[src/rtl/serial_arith_pkg.sv]
// Shared types and constants for the bit-serial subtractor.
// State encoding, default width and counter sizing helper.
package serial_arith_pkg;

  typedef enum logic {
    IDLE = 1'b0,
    RUN  = 1'b1
  } state_e;

  localparam int DEFAULT_WIDTH = 8;

  function automatic int cnt_width(input int w);
    return $clog2(w);
  endfunction

endpackage

[src/rtl/serial_subtractor_fullsub_cell.sv]
// Single-bit full subtractor, the only arithmetic in the block.
// Computes a - b - bin for one bit position.
module fullsub_cell (
  input  logic a,
  input  logic b,
  input  logic bin,
  output logic diff,
  output logic bor
);

  assign diff = a ^ b ^ bin;
  assign bor  = (~a & b) | (~(a ^ b) & bin);

endmodule

[src/rtl/serial_subtractor.sv]
// Bit-serial a - b - bin over WIDTH cycles, LSB first,
// using one full-subtractor cell and a registered borrow.
module serial_subtractor
  import serial_arith_pkg::*;
#(
  parameter int WIDTH = DEFAULT_WIDTH
) (
  input  logic             clk,
  input  logic             rst_n,
  input  logic             start,
  input  logic [WIDTH-1:0] a,
  input  logic [WIDTH-1:0] b,
  input  logic             bin,
  output logic             busy,
  output logic             done,
  output logic [WIDTH-1:0] diff,
  output logic             bor
);

  localparam int CW = cnt_width(WIDTH);

  state_e           state_q, state_d;
  logic [WIDTH-1:0] a_sr_q, a_sr_d;
  logic [WIDTH-1:0] b_sr_q, b_sr_d;
  logic [WIDTH-1:0] diff_sr_q, diff_sr_d;
  logic [WIDTH-1:0] diff_q, diff_d;
  logic [CW-1:0]    cnt_q, cnt_d;
  logic             borrow_q, borrow_d;
  logic             busy_q, busy_d;
  logic             done_q, done_d;
  logic             bor_q, bor_d;

  logic cell_diff;
  logic cell_bor;

  fullsub_cell u_cell (
    .a    (a_sr_q[0]),
    .b    (b_sr_q[0]),
    .bin  (borrow_q),
    .diff (cell_diff),
    .bor  (cell_bor)
  );

  always_comb begin
    state_d   = state_q;
    a_sr_d    = a_sr_q;
    b_sr_d    = b_sr_q;
    diff_sr_d = diff_sr_q;
    diff_d    = diff_q;
    cnt_d     = cnt_q;
    borrow_d  = borrow_q;
    busy_d    = busy_q;
    done_d    = 1'b0;
    bor_d     = bor_q;
    unique case (state_q)
      IDLE: begin
        if (start) begin
          a_sr_d   = a;
          b_sr_d   = b;
          borrow_d = bin;
          cnt_d    = '0;
          busy_d   = 1'b1;
          state_d  = RUN;
        end
      end
      RUN: begin
        a_sr_d    = a_sr_q >> 1;
        b_sr_d    = b_sr_q >> 1;
        // new bit enters at MSB; after WIDTH shifts bit 0 is the LSB
        diff_sr_d = WIDTH'({cell_diff, diff_sr_q} >> 1);
        borrow_d  = cell_bor;
        cnt_d     = cnt_q + CW'(1);
        if (cnt_q == CW'(WIDTH - 1)) begin
          diff_d  = diff_sr_d;
          bor_d   = cell_bor;
          done_d  = 1'b1;
          busy_d  = 1'b0;
          state_d = IDLE;
        end
      end
      default: state_d = IDLE;
    endcase
  end

  always_ff @(posedge clk or negedge rst_n) begin
    if (!rst_n) begin
      state_q   <= IDLE;
      a_sr_q    <= '0;
      b_sr_q    <= '0;
      diff_sr_q <= '0;
      diff_q    <= '0;
      cnt_q     <= '0;
      borrow_q  <= 1'b0;
      busy_q    <= 1'b0;
      done_q    <= 1'b0;
      bor_q     <= 1'b0;
    end else begin
      state_q   <= state_d;
      a_sr_q    <= a_sr_d;
      b_sr_q    <= b_sr_d;
      diff_sr_q <= diff_sr_d;
      diff_q    <= diff_d;
      cnt_q     <= cnt_d;
      borrow_q  <= borrow_d;
      busy_q    <= busy_d;
      done_q    <= done_d;
      bor_q     <= bor_d;
    end
  end

  assign busy = busy_q;
  assign done = done_q;
  assign diff = diff_q;
  assign bor  = bor_q;

endmodule

[config.mk]
export PLATFORM = sky130hd
export DESIGN_NAME = serial_subtractor
export DESIGN_NICKNAME = d
export VERILOG_FILES = /design/src/rtl/serial_arith_pkg.sv /design/src/rtl/serial_subtractor_fullsub_cell.sv /design/src/rtl/serial_subtractor.sv
export SDC_FILE = /design/constraint.sdc
export NUM_CORES = 1
export LEC_CHECK = 0
export ABC_AREA = 1
export CORE_UTILIZATION = 55
export DETAILED_ROUTE_END_ITERATION = 12
export PLACE_DENSITY = 0.92
export SETUP_SLACK_MARGIN = 0.02
export SYNTH_ARGS = -nofsm -noshare
export SYNTH_HDL_FRONTEND = slang
export SYNTH_SLANG_ARGS = --single-unit
export TNS_END_PERCENT = 1
[constraint.sdc]
create_clock -name clk -period 2.4 [get_ports clk]
set_input_delay 0.24 -clock clk [delete_from_list [all_inputs] [get_ports clk]]
set_output_delay 0.24 -clock clk [all_outputs]
set_load 0.02 [all_outputs]
==> results of run 1 <==
-- cells in the final DEF (no fill, tap or decap), types with 2 or more instances in the layout --
cell             synthesis  final
buf_4                    1      2
clkbuf_4                 0      5
clkdlybuf4s50_1          0     29
dfrtp_1                 39     39
ha_1                     3      3
inv_1                   12     12
nand2_1                 61     61
nand3_1                 32     32
o21ai_0                  8      8
o21ai_2                  8      8
-- repair_timing --
action / in CTS / in global routing
endpoints found under the setup margin: 0 / 0
hold buffers: 1 / 0
setup buffers: 0 / 0
hold endpoints to repair: 22 / 0
-- path summary, 6_finish.rpt --
kind,start,endpoint,slack (ps)
setup reg to reg,state_q,b_sr_q[4],810
max in group asynchronous,rst_n,b_sr_q[1],1360
min in group asynchronous,rst_n,diff[0],520
hold reg to reg,diff_sr_q[5],diff_sr_q[4],480
hold / removal,a[7],a_sr_q[7],440
setup / recovery,state_q,b_sr_q[4],810
-- cells in the mapped netlist --
cell / instances
ha_1: 3
nor2_4: 1
buf_2: 4
buf_4: 1
nand2_4: 1
fa_1: 1
o21ai_2: 8
inv_4: 1
nand3_1: 32
o21ai_0: 8
buf_6: 5
a21boi_0: 1
inv_1: 12
nand2_1: 61
nor2_1: 1
dfrtp_1: 39
-- routing by layer --
metal / wire (µm) / share of wire (%) / vias up
met4: 58 / 1.9 / 0
met2: 1460 / 49 / 41
met1: 1320 / 44 / 575
met5: 0 / 0 / -
met3: 171 / 5.7 / 7
li1: - / - / 630
-- power by group --
part / switching [µW] / internal [µW]
combinational: 530 / 414
clock: 208 / 246
sequential: 199 / 933
-- sequential cells by signal, indices dropped and copies added, names as in the netlist --
signal	count
diff	8
state_q	1
cnt_q	3
bor	1
busy	1
a_sr_q	8
borrow_q	1
diff_sr_q	7
done	1
b_sr_q	8
-- cell type report --
cell class                      count  share of cell area (%)
Timing Repair Buffer               33                    15.5
Inverter                           13                    2.49
Sequential cell                    39                    47.3
Clock buffer                        6                    2.49
Clock inverter                      2                    1.70
Multi-Input combinational cell    117                    28.6
Tap cell                           31                    1.88
-- kinds of logic after synthesis --
group | Yosys count
buffers and inverters | 23
flip-flops | 39
AND/OR/NAND/NOR | 96
AO/OA/AOI/OAI | 17
adder cells (fa/ha/maj) | 4
-- per-stage QoR --
step           power (µW)  setup WS [ps]  cell area (µm²)
3_5_place_dp         2100            812             1970
5_1_grt              2730            694             2060
4_1_cts              2560            818             2060
6_report             2530            813             2060
2_1_floorplan        1810           1170             1700
3_3_place_gp         2050            857             1970
-- critical path, cell delays in order (launching register included) --
cell     delay [ps]
dfrtp_1         700
nor2_4          530
nand2_1         170
nand3_1         120
==> results.ini, run 1 <==
[run_status]
status = finished, violations left
violations = design-rule violations

[layout]
utilization_pct = 72.3
area_growth_pct = 21.3
final_nets = 233
seq_area_um2 = 976
multiInputGateArea_um2 = 591
nFillCells = 210
stdcell_count = 241
drive_above_1_share_pct = 10.5
n_antenna_cell = 0

[synthesis]
muxShareOfSynthArea_pct = 0
avgSynthCellArea_um2 = 9.51
synth_largest_area_cell = dfrtp_1
yosys-top-cells-area = dfrtp_1, nand2_1, nand3_1
synth-simple-area-share_pct = 24.4
synth_area_um2 = 1700
synth.net_count = 203
synth_compound_area_share_pct = 6.91
synth_top_family_by_area = simple AND/OR/NAND/NOR gates
yosysSeqAreaShare_pct = 57.4
synthXorXnorAreaFrac_pct = 0
synth-warning-count = 0
ys_seq_elements = 39
netlist_instances = 179
synth.top_cell.area_share_pct = 57.4
synth_cell_types = 16
synthAdderAreaFrac_pct = 3.38

[place]
gp_congestion = 0.743
dpl.cell_count = 232
dpl.hpwl_mm = 1.97
portBuffers = 30

[global_route]
grt.overflow.total = 0
grt_pass1_wl_mm = 5.26
grt_start_max_net_pins = 40
grtUsageMet3_pct = 7.59
grt_pass1_vias = 1187
met2_usage_pct = 33.7
use_met1_pct = 28.4
busiest_layer = met2
antenna_found_initial = 0
grt_usage_pct = 21.8

[floorplan]
dieArea_um2 = 3320
ioPinCount = 31
initial_core_util_pct = 59.6
dieHeight_um = 57.6
core_area_um2 = 2850
die_x_um = 57.6
rows = 19

[sta]
max_slew_margin_pct = 45.0
period_minus_slack_ps = 1590
setup_viol = 0
final.setup_skew_ps = 9.80
hold_slack_ps = 440
finalHoldViolCount = 0
period_share_pct = 66.1
fmax_ghz = 0.630
maxSlewViolCount = 0
rsz0062_at_grt = false
fin_setup_tns_ps = 0
tightestPinTransition_ps = 824

[cts]
cts-buffers-inserted = 5
cts_resized = 0
cts_tree = yes
ctsRootBufferMaster = clkbuf_4
clock_latency_ps = 350
cts.path.max_buffers = 2
htree_levels = 2
cts_sinks = 39
cts.clk_slew.worst_paths_ps = 110

[worst_hold_path]
whs_path_depth = 3
worstHoldPathType = in -> reg

[flow_run]
maxCapViolCount = 0

[drt]
ant_nets = 0
drt_iter0_drc = 30
first_pass_iters = 8
drc = 2
viasPerCell = 5.20
via_count = 1253
wl_per_cell_um = 12.5
wl_mm = 3.01

[critical_path]
cp-start-kind = flop
worstSetupPathType = reg -> reg
required_ps = 2690
rr_worst_depth = 3
arrival_ps = 1870
cp-end-kind = flop
crit_path_max_fanout = 21

[power_and_ir_drop]
power_density_nw_per_um2 = 1230
ir_drop_v = 0.000511
p_leak_uw = 0.00101

No activity file was read; power rests on OpenSTA's default activity.
==> run 2, diff against run 1 <==
CORE_UTILIZATION = 51   (was 55)
PLACE_DENSITY = 0.87   (was 0.92)
clock period = 1.6 ns   (was 2.4 ns; I/O delays follow)
==> run 2 against run 1 <==
  * The run now ends clean
  * Routed wire length shrank 0.93%
  * Clock skew down 2.1 ps
  * Non-clock buffer count increased by 3
  * Design area increased by 0.30%
  * Largest power group unchanged
  * Die area up 7.6%
  * Worst hold slack worse by 150 ps
  * Critical path depth down 2
  * Sequential power up 47%
  * Worst setup slack got worse by 680 ps
  * Clock power decreased by 4.6%
==> results.ini, run 2 (synthesized netlist as in run 1, its figures left out) <==
[run_status]
status = completed  ; was finished, violations left

[floorplan]
dieHeight_um = 59.8  ; was 57.6 µm
initial_core_util_pct = 54.8  ; was 59.6%
core_area_um2 = 3100  ; was 2850 µm²
dieArea_um2 = 3570  ; was 3320 µm²
rows = 20  ; was 19
die_x_um = 59.8  ; was 57.6 µm
ioPinCount = 31  ; unchanged

[layout]
final_common_cell = nand2_1  ; unchanged
n_antenna_cell = 0  ; unchanged
final_cell_mix = nand2_1, dfrtp_1, nand3_1, clkdlybuf4s50_1, inv_1  ; unchanged
area_growth_pct = 21.6  ; was 21.3%
final_nets = 236  ; was 233
nFillCells = 277  ; was 210
drive_above_1_share_pct = 10.4  ; was 10.5%
design_area_um2 = 2070  ; was 2060 µm²
stdcell_count = 255  ; was 241

[cts]
ctsRootBufferMaster = clkbuf_4  ; unchanged
cts_tree = yes  ; unchanged
htree_levels = 2  ; unchanged
cts_setup_buffers = 0  ; unchanged
cts_sinks = 39  ; unchanged
cts.clk_slew.worst_paths_ps = 100  ; was 110 ps
clock_latency_ps = 340  ; was 350 ps
cts.path.max_buffers = 2  ; unchanged
cts-buffers-inserted = 5  ; unchanged

[global_route]
grt_usage_pct = 20.1  ; was 21.8%
grt_pass1_vias = 1232  ; was 1187
busiest_layer = met2  ; unchanged
met2_usage_pct = 34.3  ; was 33.7%
grt.overflow.total = 0  ; unchanged
use_met1_pct = 24.8  ; was 28.4%
grt_start_max_net_pins = 22  ; was 40
grtUsageMet3_pct = 5.84  ; was 7.59%
antenna_found_initial = 0  ; unchanged
grt_pass1_wl_mm = 5.22  ; was 5.26 mm

[critical_path]
arrival_ps = 1310  ; was 1870 ps
worstSetupPathType = reg -> out  ; was reg -> reg
crit_path_max_fanout = 2  ; was 21
required_ps = 1440  ; was 2690 ps
cp-end-kind = output pin  ; was flop
cp-start-kind = flop  ; unchanged
critPathSlowestCell = clkdlybuf4s50_1  ; was dfrtp_1
worst-path-buf-inv = 1  ; was 0
crit_path_cell_trace = clkdlybuf4s50_1  ; was nor2_4 > nand2_1 > nand3_1
critPathTopFamily = buffers and inverters  ; was simple AND/OR/NAND/NOR gates
slowest_delay_ps = 600  ; was 700 ps

[drt]
first_pass_iters = 4  ; was 8
via_count = 1274  ; was 1253
ant_nets = 0  ; unchanged
wl_mm = 2.98  ; was 3.01 mm
viasPerCell = 5.00  ; was 5.20
wl_per_cell_um = 11.7  ; was 12.5 µm
drc = 0  ; was 2
drt_iter0_drc = 47  ; was 30

[sta]
fmax_ghz = 0.680
period_share_pct = 92.0
period_minus_slack_ps = 1470
maxSlewViolCount = 0  ; unchanged
tightestPinTransition_ps = 462  ; was 824 ps
setup_viol = 0  ; unchanged
final.setup_skew_ps = 7.71  ; was 9.80 ps
max_slew_margin_pct = 69.2  ; was 45.0%
fin_setup_tns_ps = 0  ; unchanged
rsz0062_at_grt = false  ; unchanged
finalHoldViolCount = 0  ; unchanged
hold_slack_ps = 291  ; was 440 ps

[power_and_ir_drop]
power_density_nw_per_um2 = 1740  ; was 1230 nW/µm²
p_leak_uw = 0.00101  ; about the same
p_sw_uw = 1390  ; was 937 µW
combPwrFrac_pct = 41.9  ; was 37.3%
intPower_uw = 2200  ; was 1590 µW
sw_frac_of_total_pct = 38.8  ; was 37.0%
clockPowerShare_pct = 12.0  ; was 18.0%
ir_drop_v = 0.000842  ; was 0.000511 V
seqPwrFrac_pct = 46.1  ; was 44.7%

[worst_hold_path]
worstHoldPathType = in -> async  ; was in -> reg

[place]
gp_congestion = 0.799  ; was 0.743
dpl.cell_count = 248  ; was 232
place_area_um2 = 2020  ; was 1970 µm²
portBuffers = 30  ; unchanged
dpl.hpwl_mm = 2.19  ; was 1.97 mm

[flow_run]
maxCapViolCount = 0  ; unchanged

## run 2: final cells by class
class | instances | area (µm²) | area share (%)
Sequential cell | 39 | 976 | 47.2
Multi-Input combinational cell | 117 | 591 | 28.5
Timing Repair Buffer | 36 | 355 | 17.2
Tap cell | 44 | 55.1 | 2.66
Inverter | 13 | 51.3 | 2.48
Clock buffer | 6 | 41.3 | 2.00
## run 2: power by group through the flow
stage	Sequential [µW]	Clock, µW	Combinational [µW]
after floorplan	1740	0	983
after global routing	1710	496	1710
after CTS	1660	455	1530
final	1660	433	1510
after detailed placement	1670	0	1530
after global placement	1650	0	1450
## run 2: worst paths after layout
| check | startpoint | end | slack [ps] | cells past startpoint |
|---|---|---|---|---|
| setup / recovery | diff[7] | diff[7] | 130 | 1 |
| hold / removal | rst_n | busy | 290 | 2 |
| setup reg to reg | cnt_q[0] | diff[7] | 220 | 6 |
| hold reg to reg | b_sr_q[7] | b_sr_q[7] | 480 | 2 |
| max in group asynchronous | rst_n | b_sr_q[6] | 850 | 3 |
| min in group clk | b[7] | b_sr_q[7] | 380 | 3 |
## run 2: repair_timing
action / CTS / global route
endpoints found under the hold margin: 19 / 0
resized for setup: 0 / 0
hold buffers: 1 / 0
## run 2: routing by layer
| layer | part of all wire [%] | vias to the layer above |
|---|---|---|
| met5 | 0 | - |
| li1 | - | 635 |
| met4 | 1.2 | 0 |
| met2 | 49 | 34 |
| met1 | 45 | 602 |
| met3 | 4.3 | 3 |
## run 2: stage by stage
stage	utilization [%]	worst slack (ps)	power, µW
2_1_floorplan	-	370	2720
3_3_place_gp	65.0	296	3110
3_5_place_dp	65.0	227	3200
4_1_cts	66.7	103	3650
5_1_grt	66.7	74.4	3910
6_report	66.7	128	3600
==> run 3, diff against run 2 <==
ABC_CLOCK_PERIOD_IN_PS = 1600   (was unset)
CELL_PAD_IN_SITES_DETAIL_PLACEMENT = 1   (was unset)
CELL_PAD_IN_SITES_GLOBAL_PLACEMENT = 1   (was unset)
CORE_MARGIN = 8   (was unset)
CORE_UTILIZATION = 39   (was 51)
==> run 3 against run 2 <==
  * Routed wire length grew 20%
  * Die area grew 89%
  * First-iteration DRC count shrank 6.4%
  * Register-to-register slack is essentially flat
  * Power grew 6.1%
  * Fmax grew 4.4%
  * Clock power grew 46%
  * Non-clock buffer count shrank 1
  * Critical path type unchanged
  * Highest routed layer unchanged
==> results.ini, run 3 (synthesized netlist as in run 1, its figures left out) <==
[sta]
rsz0062_at_grt = false  ; unchanged
tightestPinTransition_ps = 512  ; was 462 ps
setup_viol = 0  ; unchanged
fmax_ghz = 0.709  ; was 0.680 GHz
maxSlewViolCount = 0  ; unchanged
period_minus_slack_ps = 1410  ; was 1470 ps
period_share_pct = 88.1  ; was 92.0%
finalHoldViolCount = 0  ; unchanged
fin_setup_tns_ps = 0  ; unchanged
max_slew_margin_pct = 65.9  ; was 69.2%
final.setup_skew_ps = 7.05  ; was 7.71 ps

[power_and_ir_drop]
power_density_nw_per_um2 = 1820  ; was 1740 nW/µm²
power_uw = 3810  ; was 3600 µW
p_leak_uw = 0.00102  ; was 0.00101 µW
ir_drop_v = 0.000623  ; was 0.000842 V

[layout]
drive_above_1_share_pct = 10.4  ; about the same
final_nets = 235  ; was 236
n_antenna_cell = 0  ; unchanged
area_growth_pct = 23.4  ; was 21.6%
final_common_cell = nand2_1  ; unchanged
utilization_pct = 49.2  ; was 66.7%
final_cell_mix = nand2_1, dfrtp_1, nand3_1, clkdlybuf4s50_1, inv_1  ; unchanged

[cts]
cts.path.max_buffers = 2  ; unchanged
cts_sinks = 39  ; unchanged
cts-buffers-inserted = 5  ; unchanged
cts_resized = 0  ; unchanged
clock_latency_ps = 290  ; was 340 ps
htree_levels = 2  ; unchanged
cts.clk_slew.worst_paths_ps = 70  ; was 100 ps
ctsRootBufferMaster = clkbuf_8  ; was clkbuf_4
cts_tree = yes  ; unchanged

[flow_run]
maxCapViolCount = 0  ; unchanged

[global_route]
grt.overflow.total = 0  ; unchanged
grt_pass1_vias = 1472  ; was 1232
grt_start_max_net_pins = 40  ; was 22
antenna_found_initial = 0  ; unchanged
grt_pass1_wl_mm = 6.52  ; was 5.22 mm
grt_usage_pct = 12.4  ; was 20.1%

[drt]
via_count = 1305  ; was 1274
drc = 0  ; unchanged
ant_nets = 0  ; unchanged
wl_mm = 3.58  ; was 2.98 mm
viasPerCell = 4.94  ; was 5.00
wl_per_cell_um = 13.5  ; was 11.7 µm
first_pass_iters = 4  ; unchanged
drt_iter0_drc = 44  ; was 47

[place]
gp_congestion = 0.705  ; was 0.799
dpl.hpwl_mm = 2.57  ; was 2.19 mm
portBuffers = 30  ; unchanged

[floorplan]
dieArea_um2 = 6730  ; was 3570 µm²
ioPinCount = 31  ; unchanged
initial_core_util_pct = 39.9  ; was 54.8%
dieHeight_um = 82.1  ; was 59.8 µm
rows = 24  ; was 20
core_area_um2 = 4260  ; was 3100 µm²
die_x_um = 82.1  ; was 59.8 µm

[critical_path]
timing.rr.end = diff[7]  ; unchanged
worstSetupPathType = reg -> out  ; unchanged
rr_worst_depth = 6  ; unchanged
critPathTopFamily = buffers and inverters  ; unchanged
worst-path-buf-inv = 1  ; unchanged
critPathSlowestCell = clkdlybuf4s50_1  ; unchanged
cp-start-kind = flop  ; unchanged
r2r_slack_ps = 230  ; was 220 ps
crit_path_max_fanout = 2  ; unchanged
r2r-start = cnt_q[0]  ; unchanged
path_depth = 1  ; unchanged
required_ps = 1440  ; about the same
crit_start = diff[7]  ; unchanged
cp-end-kind = output pin  ; unchanged
arrival_ps = 1250  ; was 1310 ps
slowest_delay_ps = 610  ; was 600 ps
crit_path_cell_trace = clkdlybuf4s50_1  ; unchanged
critPathCapture = diff[7]  ; unchanged

[run_status]
status = completed  ; unchanged

[worst_hold_path]
worstHoldPathType = in -> reg  ; was in -> async

-- run 3: cell type report --
class	instances	area [µm²]
inverters	13	51.3
well taps	52	65.1
clock inverters	1	5.00
flip-flops and latches	39	976
multi-input cells	117	591
repair buffers	35	335
clock buffers	7	76.3
fillers	510	2160
-- run 3: per-stage QoR --
step	area [µm²]	hold WS [ps]	cells	worst slack [ps]
after floorplan	1700	-136	179	370
after global placement	2010	244	255	285
after detailed placement	2010	250	255	220
after CTS	2100	426	264	167
after global routing	2100	457	264	109
final	2100	428	264	190
-- run 3: metal layers --
metal	share of wire, %	wire, µm	track usage (%)
met2	50	1800	21.0
met1	44	1560	14.5
met4	1.2	44	3.68
met3	4.9	176	4.49
met5	0	0	0
-- run 3: tightest hold or removal path: stages --
cell and delay, ps:
clkdlybuf4s50_1 390, nand3_1 80, nand2_1 50
-- run 3: worst min path at each step --
stage	startpoint	to	cells past startpoint	slack [ps]
detailed placement	rst_n	diff_sr_q[1]	2	250
global route	b[7]	b_sr_q[7]	3	460
CTS	b[7]	b_sr_q[7]	3	430
finish	b[7]	b_sr_q[7]	3	430
global placement	rst_n	diff_sr_q[1]	2	240
floorplan	rst_n	a_sr_q[0]	0	-140
-- run 3: repair_timing --
item | CTS | global route
hold buffers | 1 | 0
setup buffers | 0 | 0
endpoints found under the hold margin | 39 | 0
-- run 3: where the power goes --
group          leakage, µW  total, µW  switching (µW)  internal, µW
Combinational     0.000478       1510             872           640
Clock            0.0000422        631             325           306
Sequential        0.000497       1670             267          1400
Total              0.00102       3810            1460          2350
